--- config.mk ---
export PLATFORM = sky130hd
export DESIGN_NAME = fetch_arbiter_flat
export DESIGN_NICKNAME = d
export VERILOG_FILES = /design/src/rtl/fetch_arbiter_if.sv /design/src/rtl/fetch_arbiter.sv /design/src/flat_wrapper.sv
export SDC_FILE = /design/constraint.sdc
export NUM_CORES = 1
export LEC_CHECK = 0
export CAP_MARGIN = 30
export CORE_ASPECT_RATIO = 0.7
export CORE_UTILIZATION = 37
export DETAILED_ROUTE_END_ITERATION = 8
export PLACE_DENSITY_LB_ADDON = 0.12
export SYNTH_ARGS = -nofsm -noshare
export SYNTH_HDL_FRONTEND = slang
export SYNTH_SLANG_ARGS = --single-unit
--- constraint.sdc ---
create_clock -name clk -period 1.9 [get_ports clk]
set_clock_uncertainty 0.05 [all_clocks]
set_input_delay 0.38 -clock clk [delete_from_list [all_inputs] [get_ports clk]]
set_output_delay 0.38 -clock clk [all_outputs]
set_load 0.005 [all_outputs]
--- src/rtl/fetch_arbiter_if.sv ---
// Core-side fetch/data request ports plus the shared single-port memory bus
// that the fetch arbiter multiplexes onto.
interface fetch_arbiter_if;
  logic        if_req;
  logic [31:0] if_addr;
  logic        if_flush;
  logic [31:0] if_rdata;
  logic        if_valid;
  logic        if_stall;

  logic        d_req;
  logic        d_we;
  logic [31:0] d_addr;
  logic [31:0] d_wdata;
  logic [31:0] d_rdata;
  logic        d_valid;
  logic        d_stall;

  logic        mem_req;
  logic        mem_we;
  logic [31:0] mem_addr;
  logic [31:0] mem_wdata;
  logic [31:0] mem_rdata;
  logic        mem_ready;

  // Arbiter view.
  modport slave (
    input  if_req, if_addr, if_flush,
    output if_rdata, if_valid, if_stall,
    input  d_req, d_we, d_addr, d_wdata,
    output d_rdata, d_valid, d_stall,
    output mem_req, mem_we, mem_addr, mem_wdata,
    input  mem_rdata, mem_ready
  );

  // Core pipeline plus memory view.
  modport master (
    output if_req, if_addr, if_flush,
    input  if_rdata, if_valid, if_stall,
    output d_req, d_we, d_addr, d_wdata,
    input  d_rdata, d_valid, d_stall,
    input  mem_req, mem_we, mem_addr, mem_wdata,
    output mem_rdata, mem_ready
  );
endinterface

--- src/rtl/fetch_arbiter.sv ---
// Arbitrates instruction fetch and data accesses onto one single-port memory;
// data wins by default, a fetch is forced through after two data grants in a row.
module fetch_arbiter (
  input  logic           clk,
  input  logic           reset,
  fetch_arbiter_if.slave bus
);

  typedef enum logic [1:0] {
    IDLE   = 2'd0,
    SERV_D = 2'd1,
    SERV_I = 2'd2,
    DROP_I = 2'd3
  } state_t;

  state_t     state;
  state_t     next_state;
  logic [1:0] fair_cnt;

  logic d_elig;
  logic i_elig;
  logic grant_d;
  logic grant_i;
  logic d_done;
  logic i_done;
  logic mem_release;

  always_ff @(posedge clk) begin
    if (reset) state <= IDLE;
    else       state <= next_state;
  end

  always_comb begin
    next_state = state;
    unique case (state)
      IDLE: begin
        if (grant_d)      next_state = SERV_D;
        else if (grant_i) next_state = SERV_I;
      end
      SERV_D: begin
        if (bus.mem_ready) next_state = IDLE;
      end
      SERV_I: begin
        if (bus.mem_ready)     next_state = IDLE;
        else if (bus.if_flush) next_state = DROP_I;
      end
      DROP_I: begin
        if (bus.mem_ready) next_state = IDLE;
      end
      default: next_state = IDLE;
    endcase
  end

  // A requester whose done pulse is high has not yet presented its next
  // address, so it is held off for that cycle.
  always_comb begin
    d_elig  = bus.d_req & ~bus.d_valid;
    i_elig  = bus.if_req & ~bus.if_valid & ~bus.if_flush;
    grant_d = 1'b0;
    grant_i = 1'b0;
    if (state == IDLE) begin
      if (i_elig && (fair_cnt == 2'd2 || !d_elig)) grant_i = 1'b1;
      else if (d_elig)                               grant_d = 1'b1;
    end
    d_done      = (state == SERV_D) && bus.mem_ready;
    i_done      = (state == SERV_I) && bus.mem_ready && !bus.if_flush;
    mem_release = (state != IDLE) && bus.mem_ready;
    bus.if_stall = bus.if_req & ~bus.if_valid;
    bus.d_stall  = bus.d_req & ~bus.d_valid;
  end

  always_ff @(posedge clk) begin
    if (reset) begin
      bus.mem_req   <= 1'b0;
      bus.mem_we    <= 1'b0;
      bus.mem_addr  <= '0;
      bus.mem_wdata <= '0;
      bus.if_valid  <= 1'b0;
      bus.d_valid   <= 1'b0;
      bus.if_rdata  <= '0;
      bus.d_rdata   <= '0;
      fair_cnt      <= '0;
    end else begin
      bus.if_valid <= i_done;
      bus.d_valid  <= d_done;

      if (grant_d) begin
        bus.mem_req   <= 1'b1;
        bus.mem_we    <= bus.d_we;
        bus.mem_addr  <= bus.d_addr;
        bus.mem_wdata <= bus.d_wdata;
      end else if (grant_i) begin
        bus.mem_req  <= 1'b1;
        bus.mem_we   <= 1'b0;
        bus.mem_addr <= bus.if_addr;
      end else if (mem_release) begin
        bus.mem_req <= 1'b0;
        bus.mem_we  <= 1'b0;
      end

      if (i_done)                 bus.if_rdata <= bus.mem_rdata;
      if (d_done && !bus.mem_we)  bus.d_rdata  <= bus.mem_rdata;

      // Counts data grants that overtook a waiting fetch; saturates at 2.
      if (!bus.if_req || grant_i)          fair_cnt <= '0;
      else if (grant_d && fair_cnt != 2'd2) fair_cnt <= fair_cnt + 2'd1;
    end
  end

endmodule

--- src/flat_wrapper.sv ---
// flat-port wrapper written by rule: the top's interface ports become plain ports
module fetch_arbiter_flat 
  (clk, reset, bus_if_req, bus_if_addr, bus_if_flush, bus_if_rdata, bus_if_valid, bus_if_stall, bus_d_req, bus_d_we, bus_d_addr, bus_d_wdata, bus_d_rdata, bus_d_valid, bus_d_stall, bus_mem_req, bus_mem_we, bus_mem_addr, bus_mem_wdata, bus_mem_rdata, bus_mem_ready);
  fetch_arbiter_if bus_i ();
  input  logic clk;
  input  logic reset;
  input wire logic [$bits(bus_i.if_req)-1:0] bus_if_req;
  input wire logic [$bits(bus_i.if_addr)-1:0] bus_if_addr;
  input wire logic [$bits(bus_i.if_flush)-1:0] bus_if_flush;
  output wire logic [$bits(bus_i.if_rdata)-1:0] bus_if_rdata;
  output wire logic [$bits(bus_i.if_valid)-1:0] bus_if_valid;
  output wire logic [$bits(bus_i.if_stall)-1:0] bus_if_stall;
  input wire logic [$bits(bus_i.d_req)-1:0] bus_d_req;
  input wire logic [$bits(bus_i.d_we)-1:0] bus_d_we;
  input wire logic [$bits(bus_i.d_addr)-1:0] bus_d_addr;
  input wire logic [$bits(bus_i.d_wdata)-1:0] bus_d_wdata;
  output wire logic [$bits(bus_i.d_rdata)-1:0] bus_d_rdata;
  output wire logic [$bits(bus_i.d_valid)-1:0] bus_d_valid;
  output wire logic [$bits(bus_i.d_stall)-1:0] bus_d_stall;
  output wire logic [$bits(bus_i.mem_req)-1:0] bus_mem_req;
  output wire logic [$bits(bus_i.mem_we)-1:0] bus_mem_we;
  output wire logic [$bits(bus_i.mem_addr)-1:0] bus_mem_addr;
  output wire logic [$bits(bus_i.mem_wdata)-1:0] bus_mem_wdata;
  input wire logic [$bits(bus_i.mem_rdata)-1:0] bus_mem_rdata;
  input wire logic [$bits(bus_i.mem_ready)-1:0] bus_mem_ready;
  assign bus_i.if_req = bus_if_req;
  assign bus_i.if_addr = bus_if_addr;
  assign bus_i.if_flush = bus_if_flush;
  assign bus_if_rdata = bus_i.if_rdata;
  assign bus_if_valid = bus_i.if_valid;
  assign bus_if_stall = bus_i.if_stall;
  assign bus_i.d_req = bus_d_req;
  assign bus_i.d_we = bus_d_we;
  assign bus_i.d_addr = bus_d_addr;
  assign bus_i.d_wdata = bus_d_wdata;
  assign bus_d_rdata = bus_i.d_rdata;
  assign bus_d_valid = bus_i.d_valid;
  assign bus_d_stall = bus_i.d_stall;
  assign bus_mem_req = bus_i.mem_req;
  assign bus_mem_we = bus_i.mem_we;
  assign bus_mem_addr = bus_i.mem_addr;
  assign bus_mem_wdata = bus_i.mem_wdata;
  assign bus_i.mem_rdata = bus_mem_rdata;
  assign bus_i.mem_ready = bus_mem_ready;
  fetch_arbiter u_core (.clk(clk), .reset(reset), .bus(bus_i));
endmodule
==> impl_metrics.tcl, run 1 <==
set metrics [dict create \
    crit_type "in2reg" \
    ys_seq_elements 136 \
    grt_start_max_net_pins 65 \
    status "finished clean" \
    relSlewSlack 0.5823 \
    vias 6171 \
    r2r_setup_slack_ps 100 \
    grt_pass1_vias 5856 \
    route.final.wire_length_mm 19.36 \
    leakage_uw 0.003260 \
    clk_pin_slew_worst_paths_ps 60 \
    cts_setup_buffers 0 \
    clockRootBuffer "clkbuf_16" \
    initial_utilization 0.3806 \
    cap_viol_max_count 0 \
    netlist-cell-type-count 38 \
    clockBufferDepth 2 \
    grt-ovfl-total 0 \
    io_pins 269 \
    core_um2 14720 \
    ctsHoldBuffers 0 \
    layout-drive-gt1-share 0.1185 \
    power_density_nw_per_um2 854.3 \
    seq_area_frac_synth 0.4859 \
    viasPerCell 5.447 \
    fin_util 0.6410 \
    die_x_um 149.1 \
    drtAntennaViolNets 0 \
    nets 1060 \
    total_power_uw 8061 \
    clock_latency_ps 400 \
    fin_tns_setup_ps 0 \
    clkSinkCount 136 \
    synth.net_count 806 \
    synthMuxAreaShare 0 \
    fin_area_um2 9437 \
    gp_congestion 0.8218 \
    rows 37 \
    area_delta_synth_final_pct 68.42 \
    synth_area_um2 5603 \
    rsz0062_at_grt "true" \
    dpl-instance-area_um2 8708 \
    cts_buffers 17 \
    dieArea_um2 15650 \
    first_iter_violations 373 \
    htreeDepth 4 \
    antenna_found_initial 1 \
    synth_compound_area_frac 0.3037 \
    timing.final.crit_period_ps 1868 \
    synthCells 670 \
    grt_pass1_wl_mm 30.28 \
    finalHoldViolations 0 \
    start_kind "primary input" \
    route.detailed.drc 0 \
    die_y_um 105.0 \
    whs_ps 211.1 \
    async_reset_ff_frac 0 \
    max_freq_mhz 535.4 \
    setup_viol 0 \
    avgSynthCellArea_um2 8.362 \
    hold_path_class "in2reg" \
    portBuffers 268 \
    layout_common_cells "clkdlybuf4s50_1 (263), dfxtp_1 (135), a21oi_1 (133)" \
    drv_slew 0 \
    synth_simple_gate_area_frac 0.1452 \
    worst_slew_pin_slew_ps 626.6 \
    crit_arrival_ps 2090 \
    synth_top_family_by_area "compound AO/OA/AOI/OAI gates" \
    vdd_drop_max_v 0.0006889 \
    cts_tree "done" \
    grt_usage 0.2447 \
    dpl.hpwl_mm 13.23 \
    endpoint_kind "flip-flop" \
    synth_top_flop_cell "dfxtp_1" \
    synth_xor_xnor_area_share 0 \
    yosysWarnings 0 \
    finalCritPeriodShare 0.9831 \
    drt_first_pass_iters 5 \
    routedWlPerCell_um 17.09 \
    required_ps 2130 \
    mostFrequentLayoutCell "clkdlybuf4s50_1" \
    worst-path-max-fanout 25 \
    synthAdderAreaFrac 0.002233 \
    synth_edf_count 0 \
]
==> repair_timing <==
item | CTS | global route
resized for setup | 11 | 22
endpoints found under the setup margin | 31 | 37
gates cloned | 0 | 0
pin swaps | 0 | 1
==> state kept, by name (all words and copies together) (netlist names) <==
register	count
u_core.fair_cnt	2
u_core.bus.mem_wdata	32
u_core.bus.mem_we	1
u_core.bus.d_valid	1
u_core.bus.mem_addr	32
u_core.bus.mem_req	1
u_core.bus.d_rdata	32
u_core.bus.if_valid	1
u_core.bus.if_rdata	32
u_core.state	2
==> cell families after synthesis <==
family	after synthesis
compound gates	268
buf+inv	83
flops	136
fa+ha+maj	1
simple gates	182
==> power by group <==
group          leakage [µW]  total, µW  internal (µW)  switching, µW
registers           0.00111       3120           3020           94.9
clock network      0.000311       3550           2230           1320
logic               0.00184       1390            797            594
total               0.00326       8060           6050           2010
==> per-layer routing <==
metal	vias to the layer above	track usage	wire, µm
li1	2938	-	-
met1	2943	0.3075	8238
met2	259	0.3904	9103
met3	31	0.07424	1635
met4	0	0.09548	384
met5	-	0	0
==> layout make-up <==
cell class | count | area (µm²)
Antenna cell | 1 | 2.502
Clock buffer | 17 | 425.4
Clock inverter | 15 | 214.0
Fill cell | 1208 | 5285
Inverter | 5 | 18.77
Multi-Input combinational cell | 451 | 2643
Sequential cell | 136 | 2724
Tap cell | 195 | 244.0
Timing Repair Buffer | 313 | 3166
==> critical path: stages <==
cell and delay (ps):
clkdlybuf4s50_1 480, or4b_2 630, buf_6 220, o31ai_1 300
a211oi_1 70
==> final timing paths <==
path	startpoint	endpoint	cells after the start
min	reset	u_core.bus.mem_wdata[31]	2
max	bus_d_req	u_core.bus.mem_addr[28]	5
min reg2reg	u_core.bus.if_rdata[2]	u_core.bus.if_rdata[2]	2
max reg2reg	u_core.state[1]	u_core.bus.mem_addr[18]	5
==> Yosys cell counts (4+ instances only) <==
cell	instances	share of area
nand2_1	129	0.086
clkbuf_1	64	0.043
a211oi_1	20	0.027
a2111oi_0	32	0.050
nand3_1	33	0.029
dfxtp_1	136	0.49
buf_2	9	0.0080
inv_1	4	0.0027
a21oi_1	133	0.12
buf_6	4	0.0080
o31ai_1	32	0.043
o21ai_0	33	0.029
a211oi_2	12	0.027
==> per-stage QoR <==
step | worst slack (ps) | cells
finish | 32.08 | 1133
global route | 0.2676 | 1133
CTS | -2.492 | 1132
detailed placement | -532.8 | 1100
global placement | -422.7 | 1100
floorplan | 78.86 | 670
No activity file was read; power rests on OpenSTA's default activity.
==> run 2, diff against run 1 <==
--- a/config.mk
+++ b/config.mk
@@ -10,6 +10,8 @@
 export CORE_UTILIZATION = 37
 export DETAILED_ROUTE_END_ITERATION = 8
 export PLACE_DENSITY_LB_ADDON = 0.12
+export SKIP_LAST_GASP = 1
 export SYNTH_ARGS = -nofsm -noshare
 export SYNTH_HDL_FRONTEND = slang
 export SYNTH_SLANG_ARGS = --single-unit
+export TNS_END_PERCENT = 50
==> run 2 against run 1 <==
  * The run now ends with setup timing left
  * Die area unchanged
  * Power about the same
  * Flip-flop and latch count unchanged
  * Combinational power about the same
  * Highest routed layer unchanged
  * Wire length up 1.6%
  * Critical path depth unchanged
  * Sequential share of layout area down 0.055 points
  * Cell count about the same
  * Worst hold slack worse by 0.88 ps
  * Sequential power about the same
  * Clock power about the same
==> impl_metrics.tcl, run 2 (synthesis results as in run 1) <==
set metrics [dict create \
    setup_viol 3 \
    portBuffers 268 \
    relSlewSlack 0.5760 \
    fin_tns_setup_ps -64.26 \
    cts_buffers 17 \
    critPathLaunch "bus_d_req" \
    grt-ovfl-total 0 \
    total_power_uw 8062 \
    ctsHoldBuffers 0 \
    rows 37 \
    drt_first_pass_iters 5 \
    worst_slew_pin_slew_ps 636.1 \
    core_um2 14720 \
    max_freq_mhz 515.1 \
    initial_utilization 0.3806 \
    die_y_um 105.0 \
    mostFrequentLayoutCell "clkdlybuf4s50_1" \
    cap_viol_max_count 0 \
    power_density_nw_per_um2 853.1 \
    first_iter_violations 413 \
    timing.final.crit_period_ps 1941 \
    crit_arrival_ps 2160 \
    layout_common_cells "clkdlybuf4s50_1 (263), dfxtp_1 (136), a21oi_1 (133)" \
    route.final.wire_length_mm 19.67 \
    layout-drive-gt1-share 0.1183 \
    area_delta_synth_final_pct 68.67 \
    grt_usage 0.2447 \
    crit_type "in2reg" \
    clockRootBuffer "clkbuf_16" \
    clk_pin_slew_worst_paths_ps 60 \
    routedWlPerCell_um 17.34 \
    antenna_found_initial 1 \
    drv_slew 0 \
    drtAntennaViolNets 0 \
    endpoint_kind "flip-flop" \
    start_kind "primary input" \
    finalCritPeriodShare 1.022 \
    vias 6164 \
    required_ps 2120 \
    r2r-start "u_core.state[1]" \
    dpl.hpwl_mm 13.23 \
    violations "setup timing" \
    status "complete, but fails checks" \
    hp-start "reset" \
    setup_slack_ps -41.36 \
    clock_latency_ps 400 \
    gp_congestion 0.8218 \
    grt_pass1_wl_mm 30.28 \
    vdd_drop_max_v 0.0006905 \
    dieArea_um2 15650 \
    io_pins 269 \
    htreeDepth 4 \
    nets 1061 \
    leakage_uw 0.003271 \
    route.detailed.drc 0 \
    die_x_um 149.1 \
    grt_start_max_net_pins 65 \
    clkSinkCount 136 \
    viasPerCell 5.436 \
    whs_ps 210.2 \
    finalHoldViolations 0 \
    grt_pass1_vias 5856 \
    hold_path_class "in2reg" \
    fin_util 0.6419 \
    cts_tree "done" \
    worst-path-max-fanout 40 \
    clockBufferDepth 2 \
    rsz0062_at_grt "true" \
]
==> run 2: changes by cell type in the layout (fill, tap and decap cells not counted), sizes merged <==
cell and delta:
clkbuf +1
==> run 2: final timing paths <==
path,to,slack [ps],cells past startpoint
min reg2reg,u_core.bus.d_rdata[15],400,2
max,u_core.bus.mem_addr[18],-40,5
min,u_core.bus.mem_wdata[31],210,2
max reg2reg,u_core.bus.mem_addr[4],20,6
==> run 2: area by class of cell <==
class,count,area [µm²]
Antenna cell,1,2.502
Multi-Input combinational cell,451,2640
Clock inverter,15,214.0
Inverter,5,18.77
Timing Repair Buffer,314,3183
Clock buffer,17,425.4
Fill cell,1207,5271
Tap cell,195,244.0
Sequential cell,136,2723
==> run 2: through the flow <==
stage                     setup slack, ps  cells  instance area, µm²
final                              -41.36   1134                9450
after CTS                          -20.70   1132                9356
after global placement             -422.7   1100                8708
after floorplan                     78.86    670                5603
after global routing               -66.59   1134                9450
after detailed placement           -532.8   1100                8708
==> run 2: critical path: stages <==
cell and delay, ps:
clkdlybuf4s50_1 480, or4b_2 600, buf_4 280, o31ai_1 320, a211oi_1 80
==> run 2: per-layer routing <==
metal / global-route usage / up-vias / share of wire
met5: 0 / - / 0
met4: 0.09548 / 0 / 0.020
met3: 0.07424 / 33 / 0.088
met2: 0.3904 / 263 / 0.47
met1: 0.3075 / 2928 / 0.42
li1: - / 2940 / -
==> run 2: where the power goes <==
part / internal, µW / switching, µW
clock: 2230 / 1320
combinational: 795 / 596
sequential: 3020 / 94.4
total: 6050 / 2010
==> run 2: timing repair <==
action                                  4_1_cts  5_1_grt
resized for setup                             7       20
endpoints found under the setup margin       31       45
endpoints found under the hold margin         0        0
gates cloned                                  0        1
buffers inserted                              0        0
pin swaps                                     0        1
==> run 3, diff against run 2 <==
--- a/config.mk
+++ b/config.mk
@@ -9,7 +9,7 @@
 export CORE_ASPECT_RATIO = 0.7
 export CORE_UTILIZATION = 37
 export DETAILED_ROUTE_END_ITERATION = 8
-export PLACE_DENSITY_LB_ADDON = 0.12
+export PLACE_DENSITY = 0.74
 export SKIP_LAST_GASP = 1
 export SYNTH_ARGS = -nofsm -noshare
 export SYNTH_HDL_FRONTEND = slang
==> constraint.sdc (replaced) <==
create_clock -name clk -period 1.9 [get_ports clk]
set_clock_uncertainty 0.05 [all_clocks]
set_input_delay 0.38 -clock clk [delete_from_list [all_inputs] [get_ports clk]]
set_output_delay 0.38 -clock clk [all_outputs]
set_load 0.02 [all_outputs]
==> run 3 against run 2 <==
  * The run still ends with setup timing left
  * Non-clock buffer count increased by 8
  * Maximum frequency increased by 1.2%
  * Register-to-register slack improved by 50 ps
  * Flip-flop and latch count unchanged
  * Sequential share of layout area decreased by 0.29 points
  * Clock power increased by 3%
  * Clock-buffer cell count increased by 1
  * Critical path depth unchanged
  * Core utilization increased by 0.66 points
  * Final area increased by 1.0%
  * Cell count increased by 0.53%
  * Largest power group unchanged
==> impl_metrics.tcl, run 3 (synthesis results as in run 1) <==
set metrics [dict create \
    crit_family "buffers and inverters" \
    dieArea_um2 15650 \
    crit_type "in2reg" \
    io_pins 269 \
    hold_path_class "in2reg" \
    cts_setup_buffers 0 \
    core_um2 14720 \
    htreeDepth 4 \
    route.final.wire_length_mm 19.94 \
    required_ps 2120 \
    dpl.hpwl_mm 13.46 \
    hp-start "reset" \
    critPathLaunch "bus_d_req" \
    power_density_nw_per_um2 880.8 \
    worst_slew_pin_slew_ps 522.4 \
    crit_arrival_ps 2140 \
    slowest_stage "or4b_2" \
    total_power_uw 8410 \
    drtAntennaViolNets 0 \
    grt_pass1_wl_mm 31.06 \
    leakage_uw 0.003320 \
    mostFrequentLayoutCell "clkdlybuf4s50_1" \
    clockRootBuffer "clkbuf_16" \
    nets 1069 \
    antenna_found_initial 0 \
    drt_first_pass_iters 7 \
    ctsHoldBuffers 0 \
    critical_path_depth 5 \
    timing.final.crit_period_ps 1919 \
    cts_tree "done" \
    routedWlPerCell_um 17.49 \
    start_kind "primary input" \
    grt_pass1_vias 5832 \
    gp_congestion 0.8335 \
    fin_util 0.6486 \
    finalHoldViolations 0 \
    clk_pin_slew_worst_paths_ps 60 \
    max_freq_mhz 521.1 \
    die_y_um 105.0 \
    rsz0062_at_grt "true" \
    clock_latency_ps 400 \
    layout-drive-gt1-share 0.1238 \
    worst-path-max-fanout 50 \
    drv_slew 0 \
    cp_cell_sequence "clkdlybuf4s50_1, or4b_2, buf_12, o31ai_2, a211oi_2" \
    clockBufferDepth 2 \
    viasPerCell 5.374 \
    hold_depth 3 \
    first_iter_violations 354 \
    vdd_drop_max_v 0.0006965 \
    dp_worst_setup_slack_ps -538.8 \
    max_stage_delay_ps 660 \
    cap_viol_max_count 0 \
    initial_utilization 0.3806 \
    reg2reg_depth 4 \
    n_fill_cell 1227 \
    layout_common_cells "clkdlybuf4s50_1 (262), dfxtp_1 (136), a21oi_1 (133)" \
    vias 6126 \
    route.detailed.drc 0 \
    endpoint_kind "flip-flop" \
    r2r-start "u_core.state[1]" \
    setup_viol 5 \
    rows 37 \
    grt_usage 0.2517 \
    relSlewSlack 0.6427 \
    area_delta_synth_final_pct 70.41 \
    n_antenna_cell 0 \
    grt_start_max_net_pins 102 \
    die_x_um 149.1 \
    grt-ovfl-total 0 \
    finalCritPeriodShare 1.010 \
    portBuffers 268 \
    violations "setup timing" \
    cts_buffers 17 \
    status "complete, but fails checks" \
    critPathBufInv 2 \
    clkSinkCount 136 \
    setup_slack_ps -18.90 \
]
run 3: cell count changes in the layout (fill, tap and decap cells not counted), moves of 2 or more:
cell            change
o31ai_1             +2
dlygate4sd2_1       +2
a2111oi_1           -2
buf_4               +5
dlymetal6s2s_1      -2
buf_12              +5
o31ai_2             -2
run 3: worst paths after layout:
path                                           endpoint  slack [ps]
worst max-delay path            u_core.bus.mem_addr[25]         -20
worst min-delay path                 u_core.bus.mem_req         330
worst max register to register  u_core.bus.mem_addr[25]          70
worst min register to register  u_core.bus.if_rdata[31]         400
run 3: where the power goes:
group	leakage (µW)	switching, µW	total [µW]	internal (µW)
Sequential	0.00111	91.3	3120	3020
Combinational	0.00189	789	1620	831
Clock	0.000321	1300	3670	2380
run 3: layout make-up:
class / count / area (µm²) / area share
Clock buffer: 18 / 439.2 / 0.04600
Sequential cell: 136 / 2723 / 0.2852
Multi-Input combinational cell: 451 / 2629 / 0.2753
Tap cell: 195 / 244.0 / 0.02555
Clock inverter: 13 / 216.5 / 0.02267
Timing Repair Buffer: 322 / 3278 / 0.3433
Inverter: 5 / 18.77 / 0.001966
run 3: what timing repair did:
action                     in CTS  in global routing
setup endpoints to repair      37                 24
hold endpoints to repair        0                  0
resized for setup              10                 16
run 3: worst reg2reg max path, cell delays in order, from the launching register on:
cell      delay, ps
dfxtp_1         310
or4b_2          730
buf_12          220
o31ai_2         330
a211oi_2         60
run 3: per-layer routing:
| layer | GRT usage | vias to the layer above | share of wire |
|---|---|---|---|
| met5 | 0 | - | 0 |
| met4 | 0.07434 | 0 | 0.015 |
| met3 | 0.07031 | 22 | 0.088 |
| met2 | 0.3987 | 247 | 0.46 |
| met1 | 0.3311 | 2911 | 0.44 |
| li1 | - | 2946 | - |
run 3: through the flow:
stage	std cells	hold WS, ps	cell area [µm²]	setup TNS [ps]
after CTS	1140	319.9	9503	-74.54
after global routing	1140	339.3	9548	-468.8
after global placement	1109	390.3	8838	-25480
final	1140	331.6	9548	-64.50
after detailed placement	1109	397.4	8838	-27250
after floorplan	670	399.6	5603	0
